### config.mk
export PLATFORM = sky130hd
export DESIGN_NAME = cnt_share_arb
export DESIGN_NICKNAME = d
export VERILOG_FILES = /design/src/rtl/cnt_share_arb_pkg.sv /design/src/rtl/cnt_share_arb_rr_pick.sv /design/src/rtl/cnt_share_arb.sv
export SDC_FILE = /design/constraint.sdc
export NUM_CORES = 1
export LEC_CHECK = 0
export CORE_AREA = 4 4 89 70
export CTS_CLUSTER_DIAMETER = 100
export DETAILED_ROUTE_END_ITERATION = 16
export DIE_AREA = 0 0 93 74
export GPL_ROUTABILITY_DRIVEN = 0
export PLACE_DENSITY = 0.46
export SLEW_MARGIN = 30
export SYNTH_ARGS = -nofsm -noshare
export SYNTH_HDL_FRONTEND = slang
export SYNTH_SLANG_ARGS = --single-unit
### constraint.sdc
create_clock -name clk -period 2.3 [get_ports clk]
set_input_delay 0.46 -clock clk [delete_from_list [all_inputs] [get_ports clk]]
set_output_delay 0.46 -clock clk [all_outputs]
set_load 0.1 [all_outputs]
### src/rtl/cnt_share_arb_pkg.sv
// Shared types and defaults for the round-robin counter-sharing scheduler.
package cnt_share_arb_pkg;

    localparam int NREQ_DEF  = 4;
    localparam int WIDTH_DEF = 8;

    typedef enum logic [1:0] {
        IDLE   = 2'd0,
        GRANT  = 2'd1,
        UPDATE = 2'd2,
        ACK    = 2'd3
    } state_e;

    // Index width for a requester number; a single requester still needs one bit.
    function automatic int idx_width(input int n);
        return (n > 1) ? $clog2(n) : 1;
    endfunction

endpackage

### src/rtl/cnt_share_arb_rr_pick.sv
// Combinational round-robin picker: first asserted request at or above ptr, wrapping.
module rr_pick
    import cnt_share_arb_pkg::*;
#(
    parameter int NREQ = NREQ_DEF,
    parameter int IW   = idx_width(NREQ)
) (
    input  logic [NREQ-1:0] req,
    input  logic [IW-1:0]   ptr,
    output logic [NREQ-1:0] gnt,
    output logic [IW-1:0]   idx,
    output logic            any
);

    localparam logic [NREQ-1:0] ONE_LSB = {{(NREQ-1){1'b0}}, 1'b1};

    logic [IW-1:0] cand_s;

    // Walk candidates from farthest to nearest so the nearest hit is written last.
    always_comb begin
        idx    = {IW{1'b0}};
        cand_s = {IW{1'b0}};
        any    = |req;
        for (int k = NREQ - 1; k >= 0; k--) begin
            cand_s = IW'((int'(ptr) + k) % NREQ);
            idx    = req[cand_s] ? cand_s : idx;
        end
        gnt = any ? (ONE_LSB << idx) : {NREQ{1'b0}};
    end

endmodule

### src/rtl/cnt_share_arb.sv
// Round-robin scheduler sharing one counter/adder between NREQ requesters.
// Each grant runs GRANT -> UPDATE -> ACK and adds op_a + op_b (0..2) of the winner.
module cnt_share_arb
    import cnt_share_arb_pkg::*;
#(
    parameter int NREQ  = NREQ_DEF,
    parameter int WIDTH = WIDTH_DEF
) (
    input  logic             clk,
    input  logic             rst,
    input  logic [NREQ-1:0]  req,
    input  logic [NREQ-1:0]  op_a,
    input  logic [NREQ-1:0]  op_b,
    input  logic             clr,
    output logic [NREQ-1:0]  gnt,
    output logic [NREQ-1:0]  ack,
    output logic [WIDTH-1:0] cnt,
    output logic             wrap,
    output logic             busy
);

    localparam int IW = idx_width(NREQ);
    localparam logic [NREQ-1:0] ONE_LSB = {{(NREQ-1){1'b0}}, 1'b1};

    state_e           state_r, state_s;
    logic [IW-1:0]    ptr_r, ptr_s, win_r, win_s;
    logic             opa_r, opa_s, opb_r, opb_s;
    logic [WIDTH-1:0] cnt_r, cnt_s;
    logic             wrap_r, wrap_s, busy_r, busy_s;
    logic [NREQ-1:0]  gnt_r, gnt_s, ack_r, ack_s;
    logic [NREQ-1:0]  pick_gnt_s;
    logic [IW-1:0]    pick_idx_s;
    logic             pick_any_s;
    logic [WIDTH:0]   sum_s;

    rr_pick #(
        .NREQ (NREQ),
        .IW   (IW)
    ) u_pick (
        .req (req),
        .ptr (ptr_r),
        .gnt (pick_gnt_s),
        .idx (pick_idx_s),
        .any (pick_any_s)
    );

    // One extra bit so the carry out of the counter becomes the wrap pulse.
    assign sum_s = {1'b0, cnt_r} + {{WIDTH{1'b0}}, opa_r} + {{WIDTH{1'b0}}, opb_r};

    // Next-state logic; clr in IDLE takes precedence over any request.
    always_comb begin
        state_s = state_r;
        case (state_r)
            IDLE: begin
                if (clr) begin
                    state_s = IDLE;
                end else if (pick_any_s) begin
                    state_s = GRANT;
                end else begin
                    state_s = IDLE;
                end
            end
            GRANT:   state_s = UPDATE;
            UPDATE:  state_s = ACK;
            ACK:     state_s = IDLE;
            default: state_s = IDLE;
        endcase
    end

    // Next values of every registered output and internal register.
    always_comb begin
        ptr_s  = ptr_r;
        win_s  = win_r;
        opa_s  = opa_r;
        opb_s  = opb_r;
        cnt_s  = cnt_r;
        gnt_s  = gnt_r;
        ack_s  = {NREQ{1'b0}};
        wrap_s = 1'b0;
        busy_s = (state_s != IDLE);
        case (state_r)
            IDLE: begin
                if (clr) begin
                    cnt_s = {WIDTH{1'b0}};
                end else if (pick_any_s) begin
                    gnt_s = pick_gnt_s;
                    win_s = pick_idx_s;
                    ptr_s = (pick_idx_s == IW'(NREQ - 1)) ? {IW{1'b0}} : pick_idx_s + IW'(1);
                end else begin
                    gnt_s = {NREQ{1'b0}};
                end
            end
            GRANT: begin
                opa_s = op_a[win_r];
                opb_s = op_b[win_r];
            end
            UPDATE: begin
                cnt_s  = sum_s[WIDTH-1:0];
                wrap_s = sum_s[WIDTH];
                ack_s  = ONE_LSB << win_r;
                gnt_s  = {NREQ{1'b0}};
            end
            ACK: begin
                gnt_s = {NREQ{1'b0}};
            end
            default: begin
                gnt_s = {NREQ{1'b0}};
            end
        endcase
    end

    // State and output registers; reset discards any in-flight transaction.
    always_ff @(posedge clk or negedge rst) begin
        if (!rst) begin
            state_r <= IDLE;
            ptr_r   <= {IW{1'b0}};
            win_r   <= {IW{1'b0}};
            opa_r   <= 1'b0;
            opb_r   <= 1'b0;
            cnt_r   <= {WIDTH{1'b0}};
            wrap_r  <= 1'b0;
            busy_r  <= 1'b0;
            gnt_r   <= {NREQ{1'b0}};
            ack_r   <= {NREQ{1'b0}};
        end else begin
            state_r <= state_s;
            ptr_r   <= ptr_s;
            win_r   <= win_s;
            opa_r   <= opa_s;
            opb_r   <= opb_s;
            cnt_r   <= cnt_s;
            wrap_r  <= wrap_s;
            busy_r  <= busy_s;
            gnt_r   <= gnt_s;
            ack_r   <= ack_s;
        end
    end

    assign gnt  = gnt_r;
    assign ack  = ack_r;
    assign cnt  = cnt_r;
    assign wrap = wrap_r;
    assign busy = busy_r;

endmodule

* Word level (Yosys, flattened, before mapping)
Cells that the tools add are included.
** Cells by class
- $add $sub $neg :: 6
- Order comparisons :: 5
- Equality and inequality tests :: 6
- Shifts and indexed selects :: 2
- Multiplexer cells :: 27
- Bitwise gates (word level) :: 1
- Reductions and logical operators :: 9
** Operator list (count)
- $pmux 8 s2 :: 1
- $lt 2x3->1 const B :: 5
- $bmux 1 s2 :: 6
- $mux 4 :: 3
- $mux 2 :: 5
- $add 8x1->9 :: 1
- $add 9x1->9 :: 1
- $mux 1 :: 9
- $mux 8 :: 1
- $pmux 2 s4 :: 1
- $pmux 4 s2 :: 1
- $shl 1x2->4 const A :: 2
- $eq 2x2->1 const B :: 3
- $reduce_bool 2->1 :: 3
- $add 2x1->2 const B :: 2
- $add 2x2->2 const B :: 2
- $ne 2x2->1 const B :: 2
- $reduce_and 2->1 :: 2
- $reduce_or 4->1 :: 1
- $reduce_and 3->1 :: 1
- $eq 2x1->1 const B :: 1
- $logic_not 2->1 :: 1
- $reduce_or 2->1 :: 1
- $not 1->1 :: 1
** Word-level totals
- Bits in registers :: 26
- Input port bits :: 15
- Output and inout port bits :: 18
- Word-level logic and storage cells :: 66

* Depth between registers and ports, before layout
Gate-level depths: netlist of the first run.
- Depth after elaboration :: 11
- Gate-level depth with buffers :: 6
- Gate-level depth less buffers :: 6

* Hierarchy
A second synthesis of the first run with hierarchy kept.
** Second synthesis, totals
- Cell total of the unflattened synthesis :: 131
- Area total of the unflattened synthesis :: 1435.1 um^2
** By module, submodules not included
- cnt_share_arb :: times used 1, cells each 102, area each 1224.9 um^2, sequential area each 650.6 um^2
- rr_pick :: times used 1, cells each 29, area each 210.2 um^2, sequential area each 0.0 um^2

* Worst setup path after synthesis of the first run
Ideal clock, no wire load.
- Kind :: register -> register
- Start point :: register cnt_r[0], in the netlist cnt[0]
- End point :: register cnt_r[4], in the netlist cnt[4]
- Library setup time :: 0.122 ns
- Arrival time :: 2.041 ns
- Required time :: 2.178 ns
- Slack :: 0.137 ns
- Cell stages (with the launch flop) :: 7
- Path buffers :: 0
- Period minus slack after synthesis :: 2.163 ns
- Cell sequence :: dfrtp_1 fa_1 ha_1 and3_1 nand3_1 o21ai_0 a22o_1
** Between the ends
- Longest elaborated chain between the ends :: 3
** Ends and longest elaborated chain
- start: declaration :: line cnt_share_arb.sv:28 : logic [WIDTH-1:0] cnt_r, cnt_s;
- start signal: assignment :: line cnt_share_arb.sv:120 : cnt_r <= {WIDTH{1'b0}};
- start signal: assignment :: line cnt_share_arb.sv:131 : cnt_r <= cnt_s;
- $add 8x1->9 :: line cnt_share_arb.sv:48 : assign sum_s = {1'b0, cnt_r} + {{WIDTH{1'b0}}, opa_r} + {{WIDTH{1'b0}}, opb_r};
- $add 9x1->9 :: line cnt_share_arb.sv:48
- $pmux 8 s2 :: line cnt_share_arb.sv:81 : case (state_r)
No other way between the ends.
A chain may end at the register's enable or synchronous reset.

* Worst setup path in the final report of the first run
- Start point :: input req[0]
- End point :: register ptr_r[1]
** Between the ends
- Longest elaborated chain between the ends :: 8
- Elaborated cells on any way between the ends :: 17
- Those cells by class :: 1 x add/sub; 1 x eq/ne; 13 x mux; 2 x reduce/logical
** Ends and longest elaborated chain
- start: declaration :: line cnt_share_arb.sv:11 : input logic [NREQ-1:0] req,
- $bmux 1 s2 :: line cnt_share_arb_rr_pick.sv:26 : idx = req[cand_s] ? cand_s : idx;
- $mux 1 (not written as such) :: line cnt_share_arb_rr_pick.sv:26
- $mux 2 (3 in series) :: line cnt_share_arb_rr_pick.sv:26
- $mux 2 (*) :: line cnt_share_arb_rr_pick.sv:26
- named net pick_idx_s[1] :: line cnt_share_arb.sv:32 : logic [IW-1:0] pick_idx_s;
- $add 2x1->2 / $eq 2x2->1 (equally long branches) :: line cnt_share_arb.sv:88 : ptr_s = (pick_idx_s == IW'(NREQ - 1)) ? {IW{1'b0}} : pick_idx_s + IW'(1);
- $mux 2 (*) :: line cnt_share_arb.sv:88
- end signal: assignment :: line cnt_share_arb.sv:116 : ptr_r <= {IW{1'b0}};
- end signal: assignment :: line cnt_share_arb.sv:127 : ptr_r <= ptr_s;
- end: declaration :: line cnt_share_arb.sv:26 : logic [IW-1:0] ptr_r, ptr_s, win_r, win_s;
The timed path passes the listed nets; every way through them passes the cells marked *. The select of a mux whose other input is x is not followed.

==> flow_metrics.tcl, run 1 <==
set metrics [dict create \
    topRoutingLayerUsed "met4" \
    pin_count 33 \
    cts_resized 0 \
    core_area_um2 5300 \
    vias 988 \
    hold_buffers 0 \
    fp.dieH_um 74 \
    synth_compound_area_frac 0.106 \
    min_path_type "flip-flop to flip-flop" \
    maxCapViolCount 0 \
    route.met2.wl_um 1350 \
    insertedDiodeCount 0 \
    synthMuxAreaShare 0.111 \
    crit_type "input pin to flip-flop" \
    synth.avg_cell_area_um2 12.0 \
    num-fill-cells 557 \
    clk_pin_slew_ps 90 \
    grt_antenna_before_repair 0 \
    placed_cell_area_um2 1730 \
    multi_input_area_um2 639 \
    die_x_um 93 \
    portBuffers 32 \
    synthSimpleGateAreaFrac 0.145 \
    grt_overflow 0 \
    wl_met3_um 196 \
    wl_met1_um 1480 \
    synth_fp_nets 136 \
    crit_arrival_ps 2060 \
    ant_nets 0 \
    synth_warnings 0 \
    synth_top_family_by_area "simple AND/OR/NAND/NOR gates" \
    cp_max_fo 4 \
    finalWirelength_um 3050 \
    grt_setup_unrepaired "false" \
    relSlewSlack 0.643 \
    drt_first_pass_iters 2 \
    holdWs_ps 528 \
    fmax_mhz 525 \
    synth_area_um2 1320 \
    grt_pass1_vias 1108 \
    cts.path.max_buffers 2 \
    synthXorXnorAreaFrac 0.0133 \
    drt_iter0_markers 11 \
    hpwl_um 2340 \
    p_total_mw 2.63 \
    critPathLaunchType "input pin" \
    vias_per_cell 4.37 \
    finalCritPeriodShare 0.828 \
    area_growth_pct 35.4 \
    num_rows 23 \
    seq_area_um2 651 \
    slew_viol_final 0 \
    yosys.cell_types.count 33 \
    final_cells 226 \
    synthAdderAreaFrac 0.110 \
    yosysSeqAreaShare 0.494 \
    track_usage 0.0969 \
    wl_per_cell_um 13.5 \
    postCtsSetupBuffers 0 \
    start_util 0.249 \
    htreeDepth 1 \
    ys_ff_latch 26 \
    grt_pass1_wl_um 5310 \
    worstMarginPinSlew_ps 526 \
    syn_inst 110 \
    fin_nets 178 \
    setup_tns_ps 0 \
    cts.sinks 26 \
    clock_latency_ps 260 \
    min_period_ps 1900 \
    cts_root_buf "clkbuf_8" \
    numCtsBuffers 3 \
    status "completed" \
    p_leak_nw 0.814 \
    placed_cells 222 \
    cp.required_ps 2460 \
    tritoncts "built" \
    drc 0 \
    vdd_drop_max_uv 541 \
    die_area_um2 6880 \
    powerDensity_nw_per_um2 1480 \
    drive_gt1_frac 0.258 \
    final_design_area_no_fill_um2 1780 \
    clock_skew_ps 2.02 \
    setup_viol 0 \
    cp-end-kind "flip-flop" \
    grt_max_degree 27 \
    hold_violations 0 \
]
kinds of logic (layout without fill, tap and decap cells):
kind of cell / Yosys count / count (layout)
xor+xnor: 2 / 2
compound gates: 19 / 19
buf+inv: 7 / 48
simple gates: 34 / 34
fa+ha+maj: 11 / 11
mux: 11 / 11
flops: 26 / 26
per-stage QoR:
step                worst slack (ps)   util
floorplan                        137      -
global placement                 216  0.326
detailed placement               107  0.326
CTS                              408  0.336
global route                     331  0.336
finish                           396  0.336
cells in the mapped netlist:
| library cell | count | area share |
|---|---|---|
| nor4_2 | 2 | 0.019 |
| nor4_1 | 1 | 0.0048 |
| mux2_2 | 6 | 0.051 |
| dfrtp_1 | 26 | 0.49 |
| nand3_1 | 3 | 0.011 |
| a21oi_1 | 5 | 0.019 |
| nand4b_1 | 1 | 0.0067 |
| and3_1 | 2 | 0.0095 |
| clkbuf_1 | 1 | 0.0028 |
| fa_1 | 1 | 0.015 |
| a22o_1 | 6 | 0.040 |
| ha_1 | 10 | 0.095 |
| mux2i_1 | 2 | 0.015 |
| nand3b_1 | 1 | 0.0057 |
| a211oi_1 | 1 | 0.0057 |
| mux4_2 | 2 | 0.034 |
| mux2i_2 | 1 | 0.010 |
| inv_1 | 6 | 0.017 |
| a2bb2oi_1 | 1 | 0.0067 |
| nand2b_1 | 1 | 0.0048 |
| xnor2_1 | 2 | 0.013 |
| or2_1 | 1 | 0.0048 |
| o211ai_1 | 1 | 0.0057 |
| nor3_1 | 1 | 0.0038 |
| nor3b_1 | 2 | 0.011 |
| or3_1 | 1 | 0.0048 |
| nand2_1 | 8 | 0.023 |
| nor2_1 | 8 | 0.023 |
| and4_1 | 1 | 0.0067 |
| o21ai_0 | 2 | 0.0076 |
| o31ai_1 | 1 | 0.0057 |
| and3b_1 | 1 | 0.0067 |
| a32o_1 | 2 | 0.015 |
power by group:
| part | internal [mW] | switching, mW | total (mW) |
|---|---|---|---|
| Combinational | 0.512 | 1.05 | 1.56 |
| Sequential | 0.620 | 0.157 | 0.777 |
| Clock | 0.153 | 0.141 | 0.293 |
| Total | 1.28 | 1.35 | 2.63 |
area by class of cell:
class / count / area share
Clock buffer: 4 / 0.0309
Inverter: 6 / 0.0126
Multi-Input combinational cell: 77 / 0.359
Sequential cell: 26 / 0.365
Tap cell: 75 / 0.0527
Timing Repair Buffer: 38 / 0.180
worst max-delay path, cell delays in order:
cell and delay, ps:
clkdlybuf4s50_1 480, a21oi_1 190, a2bb2oi_1 370, ha_1 310
mux2_2 260
worst paths after layout:
check / start / depth (start not counted) / to / slack, ps
worst min-delay path: gnt[3] / 1 / gnt[3] / 530
min in group asynchronous: rst / 2 / cnt[6] / 560
worst max register to register: cnt[0] / 6 / cnt[4] / 520
worst max-delay path: req[0] / 5 / ptr_r[1] / 400
worst min register to register: gnt[3] / 1 / gnt[3] / 530
max in group asynchronous: rst / 2 / busy / 1470
cell usage in the layout, fill, tap and decap left out, types with 3 or more instances in the layout:
cell type and count:
nand2_1 8, nand3_1 3, clkbuf_8 4, inv_1 6, a22o_1 6, nor2_1 8, buf_4 24, ha_1 10
clkdlybuf4s50_1 14, mux2_2 6, dfrtp_1 26, a21oi_1 5
sequential cells by signal, summed over array words and instances (netlist names):
signal	cells
ack	4
busy	1
cnt	8
gnt	4
opa_r	1
opb_r	1
ptr_r	2
state_r	2
win_r	2
wrap	1
metal layers:
| layer | GRT usage | up-vias |
|---|---|---|
| li1 | - | 481 |
| met1 | 0.130 | 481 |
| met2 | 0.155 | 22 |
| met3 | 0.0364 | 4 |
| met4 | 0.0130 | 0 |
| met5 | 0 | - |
Power figures use the tool's default switching activity.
==> inputs of run 2 (changes only) <==
PLACE_DENSITY = 0.47   (was 0.46)
clock period = 1.55 ns   (was 2.3 ns; I/O delays follow)
==> run 2 against run 1 <==
Against the previous run: the run now ends with setup timing left; critical path type is now flip-flop to flip-flop; via count rose by 8.1%; clock power rose by 51%; worst hold slack got worse by 120 ps; clock-buffer cell count did not move; combinational power rose by 110%; wire length rose by 9.0%; sequential power rose by 58%.
==> flow_metrics.tcl, run 2 (same netlist as run 1, synthesis figures left out) <==
set metrics [dict create \
    mostFrequentLayoutCells "buf_4, dfrtp_1, buf_12, clkdlybuf4s50_1" \
    grt_pass1_vias 1138 \
    critPathSlowestCell "dfrtp_4" \
    cp_max_fo 3 \
    final_cells 247 \
    grt_pass1_wl_um 5460 \
    critPathBufInv 0 \
    critical_path.cell_chain "fa_2 > ha_4 > and3_4 > nand3_2 > o21ai_2 > a22o_1" \
    critPathLaunchType "flip-flop" \
    groute.layer.met2.usage 0.172 \
    p_total_mw 4.97 \
    numCtsBuffers 3 \
    relSlewSlack 0.765 \
    setup_viol 5 \
    cts.sinks 26 \
    portBuffers 32 \
    num-fill-cells 498 \
    pre_cts_ws_ps -511 \
    pin_count 33 \
    tritoncts "built" \
    grtUsageMet1 0.123 \
    hold_violations 0 \
    placed_cell_area_um2 2110 \
    drc 0 \
    finalWirelength_um 3330 \
    worstMarginPinSlew_ps 349 \
    fin_nets 199 \
    placed_cells 237 \
    clk_pin_slew_ps 90 \
    htreeDepth 1 \
    slew_viol_final 0 \
    insertedDiodeCount 0 \
    num_rows 23 \
    cts.path.max_buffers 2 \
    status "complete, but fails checks" \
    finalCritPeriodShare 1.04 \
    grt_setup_unrepaired "true" \
    crit_type "flip-flop to flip-flop" \
    die_x_um 93 \
    core_area_um2 5300 \
    drt_iter0_markers 22 \
    drive_gt1_frac 0.506 \
    fmax_mhz 618 \
    grt_max_degree 27 \
    violations "setup timing" \
    track_usage 0.101 \
    critPathMaxStageDelay_ps 490 \
    min_period_ps 1620 \
    mostFrequentLayoutCell "buf_4" \
    clock_skew_ps 2.23 \
    vias_per_cell 4.32 \
    vdd_drop_max_uv 855 \
    vias 1068 \
    cts_root_buf "clkbuf_8" \
    multi_input_area_um2 793 \
    crit_family "adder cells" \
    ant_nets 0 \
    p_leak_nw 0.988 \
    die_area_um2 6880 \
    maxCapViolCount 0 \
    top_usage_layer "met2" \
    wl_per_cell_um 13.5 \
    clock_latency_ps 270 \
    crit_arrival_ps 1780 \
    seq_area_um2 663 \
    drt_first_pass_iters 4 \
    hpwl_um 2510 \
    grt_overflow 0 \
    cp.required_ps 1720 \
    final_design_area_no_fill_um2 2330 \
    start_util 0.249 \
    area_growth_pct 77.0 \
    min_path_type "input pin to async pin" \
    powerDensity_nw_per_um2 2140 \
    largest_register_ffs 8 \
    met3_usage 0.0293 \
    grt_antenna_before_repair 0 \
    fin_ws_ps -67.7 \
    fp.dieH_um 74 \
    cp-end-kind "flip-flop" \
]
[run 2: changes by cell type in the layout (fill, tap and decap cells not counted), sizes merged]
cell,change
buf,+21
clkdlybuf4s50,-4
dlygate4sd2,+4
[run 2: worst paths after layout]
path	to	from	depth (start not counted)	slack, ps
hold reg to reg	opa_r	opa_r	1	560
setup / recovery	cnt[4]	cnt[0]	6	-70
setup reg to reg	cnt[4]	cnt[0]	6	-70
max in group asynchronous	cnt[0]	rst	2	860
hold / removal	cnt[4]	rst	2	410
min in group clk	opa_r	opa_r	1	560
[run 2: through the flow]
step           hold WS [ps]  utilization  setup TNS, ps
4_1_cts                 410        0.428          -87.5
2_1_floorplan          14.4            -           -604
3_3_place_gp            543        0.399          -3960
3_5_place_dp            547        0.399          -4570
6_report                407        0.440           -134
5_1_grt                 422        0.440           -588
[run 2: timing repair]
item / CTS / global route
setup endpoints to repair: 14 / 12
buffers inserted: 4 / 2
resized for setup: 17 / 12
hold buffers: 0 / 0
pin swaps: 2 / 9
[run 2: power breakdown]
group	internal (mW)	switching, mW	leakage, nW
clock network	0.227	0.213	0.0288
logic	1.51	1.80	0.635
registers	0.939	0.289	0.324
[run 2: area by class of cell]
type | instances | area share
Clock buffer | 4 | 0.0236
Inverter | 6 | 0.00967
Multi-Input combinational cell | 77 | 0.340
Sequential cell | 26 | 0.285
Tap cell | 75 | 0.0403
Timing Repair Buffer | 59 | 0.301
[run 2: routing by layer]
metal	share of wire	vias to the layer above
met3	0.035	6
met2	0.50	19
met5	0	-
met4	0.016	0
met1	0.45	521
li1	-	522
==> inputs of run 3 (changes only) <==
CELL_PAD_IN_SITES_DETAIL_PLACEMENT = 0   (was default)
CELL_PAD_IN_SITES_GLOBAL_PLACEMENT = 1   (was default)
PLACE_DENSITY = 0.57   (was 0.47)
==> run 3 against run 2 <==
Against the previous run: register-to-register slack barely moved; sequential cell count unchanged; clock-buffer cell count unchanged; critical endpoint unchanged; fmax is 0.43% lower; first-iteration DRC count up 86%; sequential share of layout area rose by 0.14 points; wire length rose by 0.96%; setup slack got worse by 7.0 ps; combinational power is essentially flat; die area is the same; total power fell by 1.1%; the flow still finishes with violations (setup timing).
==> flow_metrics.tcl, run 3 (same netlist as run 1, synthesis figures left out) <==
set metrics [dict create \
    grt_pass1_wl_um 5460 \
    largest_register_ffs 8 \
    cp_max_fo 3 \
    critPathSlowestCell "dfrtp_4" \
    grt_setup_unrepaired "true" \
    crit_type "flip-flop to flip-flop" \
    route.met2.wl_um 1660 \
    wl_per_cell_um 13.6 \
    wl_met1_um 1530 \
    vdd_drop_max_uv 1130 \
    drive_gt1_frac 0.520 \
    swShare 0.467 \
    min_path_type "input pin to async pin" \
    grt_overflow 0 \
    worstMarginPinSlew_ps 351 \
    slew_viol_final 0 \
    pin_count 33 \
    mostFrequentLayoutCell "buf_4" \
    fin_util 0.440 \
    area_growth_pct 76.8 \
    reg2reg_slack_ps -70 \
    numCtsBuffers 3 \
    hold_buffers 0 \
    tritoncts "built" \
    ant_nets 0 \
    powerDensity_nw_per_um2 2110 \
    setup_tns_ps -120 \
    status "complete, but fails checks" \
    timing.rr.end "cnt[4]" \
    p_int_mw 2.62 \
    p_comb_frac 0.667 \
    num_rows 23 \
    htreeDepth 1 \
    critPathMaxStageDelay_ps 490 \
    vias_per_cell 4.38 \
    drt_first_pass_iters 4 \
    reg2reg_depth 6 \
    cts_root_buf "clkbuf_8" \
    critPathLaunchType "flip-flop" \
    die_x_um 93 \
    finalWirelength_um 3360 \
    cp-end-kind "flip-flop" \
    wl_met3_um 131 \
    drt_iter0_markers 41 \
    hold_violations 0 \
    drc 0 \
    fp.dieH_um 74 \
    mostFrequentLayoutCells "buf_4, buf_12, dfrtp_1, clkdlybuf4s50_1, dfrtp_2" \
    power.switching_mw 2.30 \
    hpwl_um 2530 \
    critical_path.cell_chain "fa_2 > ha_4 > and3_4 > nand3_2 > o21ai_1 > a22o_1" \
    grt_pass1_vias 1122 \
    crit_arrival_ps 1790 \
    reg2reg_from "cnt[0]" \
    p_seq_frac 0.252 \
    fin_nets 198 \
    setup_viol 2 \
    clk_pin_slew_ps 90 \
    portBuffers 32 \
    grt_antenna_before_repair 0 \
    cp.required_ps 1720 \
    maxCapViolCount 0 \
    vias 1077 \
    die_area_um2 6880 \
    clock_skew_ps 3.25 \
    track_usage 0.101 \
    final_cells 246 \
    clkPwrFrac 0.081 \
    fin_ws_ps -74.7 \
    p_leak_nw 0.981 \
    relSlewSlack 0.765 \
    topRoutingLayerUsed "met4" \
    start_util 0.249 \
    fmax_mhz 615 \
    placed_cells 236 \
    finalCritPeriodShare 1.05 \
    core_area_um2 5300 \
    clock_latency_ps 270 \
    cts.sinks 26 \
    insertedDiodeCount 0 \
    min_period_ps 1620 \
    cts.path.max_buffers 2 \
    grt_max_degree 27 \
    violations "setup timing" \
]
run 3: cell count changes in the layout (fill, tap and decap cells not counted), moves of 2 or more:
| cell | change |
|---|---|
| buf_4 | -2 |
| dfrtp_2 | +2 |
| dfrtp_1 | -2 |
| inv_2 | +2 |
| inv_1 | -2 |
run 3: worst max-delay path by stage:
stage	startpoint	to
after detailed placement	req[1]	ptr_r[1]
after floorplan	cnt[0]	cnt[4]
final	cnt[0]	cnt[4]
after CTS	cnt[0]	cnt[4]
after global placement	req[1]	ptr_r[1]
after global routing	cnt[0]	cnt[4]
run 3: critical path, delay by kind of cell (launching register included):
kind            cells  cell delay (ps)
fa+ha+maj           2              560
flops               1              490
simple gates        2              230
compound gates      2              250
run 3: per-layer routing:
metal / vias up / global-route usage
met4: 0 / 0.0244
met2: 21 / 0.175
li1: 524 / -
met1: 528 / 0.128
met3: 4 / 0.0283
met5: - / 0
run 3: metrics by stage:
stage	power, mW	cell area [um2]	hold WS [ps]	setup WS (ps)
detailed placement	4.18	2100	545	-548
CTS	4.67	2200	411	-76.3
global placement	4.14	2100	540	-438
global route	5.26	2330	412	-144
floorplan	2.93	1360	14.4	-211
finish	4.92	2330	394	-74.7
run 3: power groups by stage:
stage          clock network, mW  registers (mW)  logic [mW]
2_1_floorplan                  0            2.06       0.867
3_3_place_gp                   0            1.22        2.92
3_5_place_dp                   0            1.23        2.95
4_1_cts                    0.420            1.22        3.03
5_1_grt                    0.455            1.29        3.51
6_report                   0.399            1.24        3.28
run 3: timing repair:
item                       4_1_cts  5_1_grt
buffers inserted                 4        3
setup endpoints to repair       14       17
pin swaps                        2       10
resized for setup                9       27
cloned                           0        0
run 3: area by class of cell:
cell class | count | area, um2
Fill cell | 509 | 2970
Multi-Input combinational cell | 77 | 802
Clock buffer | 4 | 45.0
Timing Repair Buffer | 58 | 698
Inverter | 6 | 22.5
Tap cell | 75 | 93.8
Sequential cell | 26 | 666
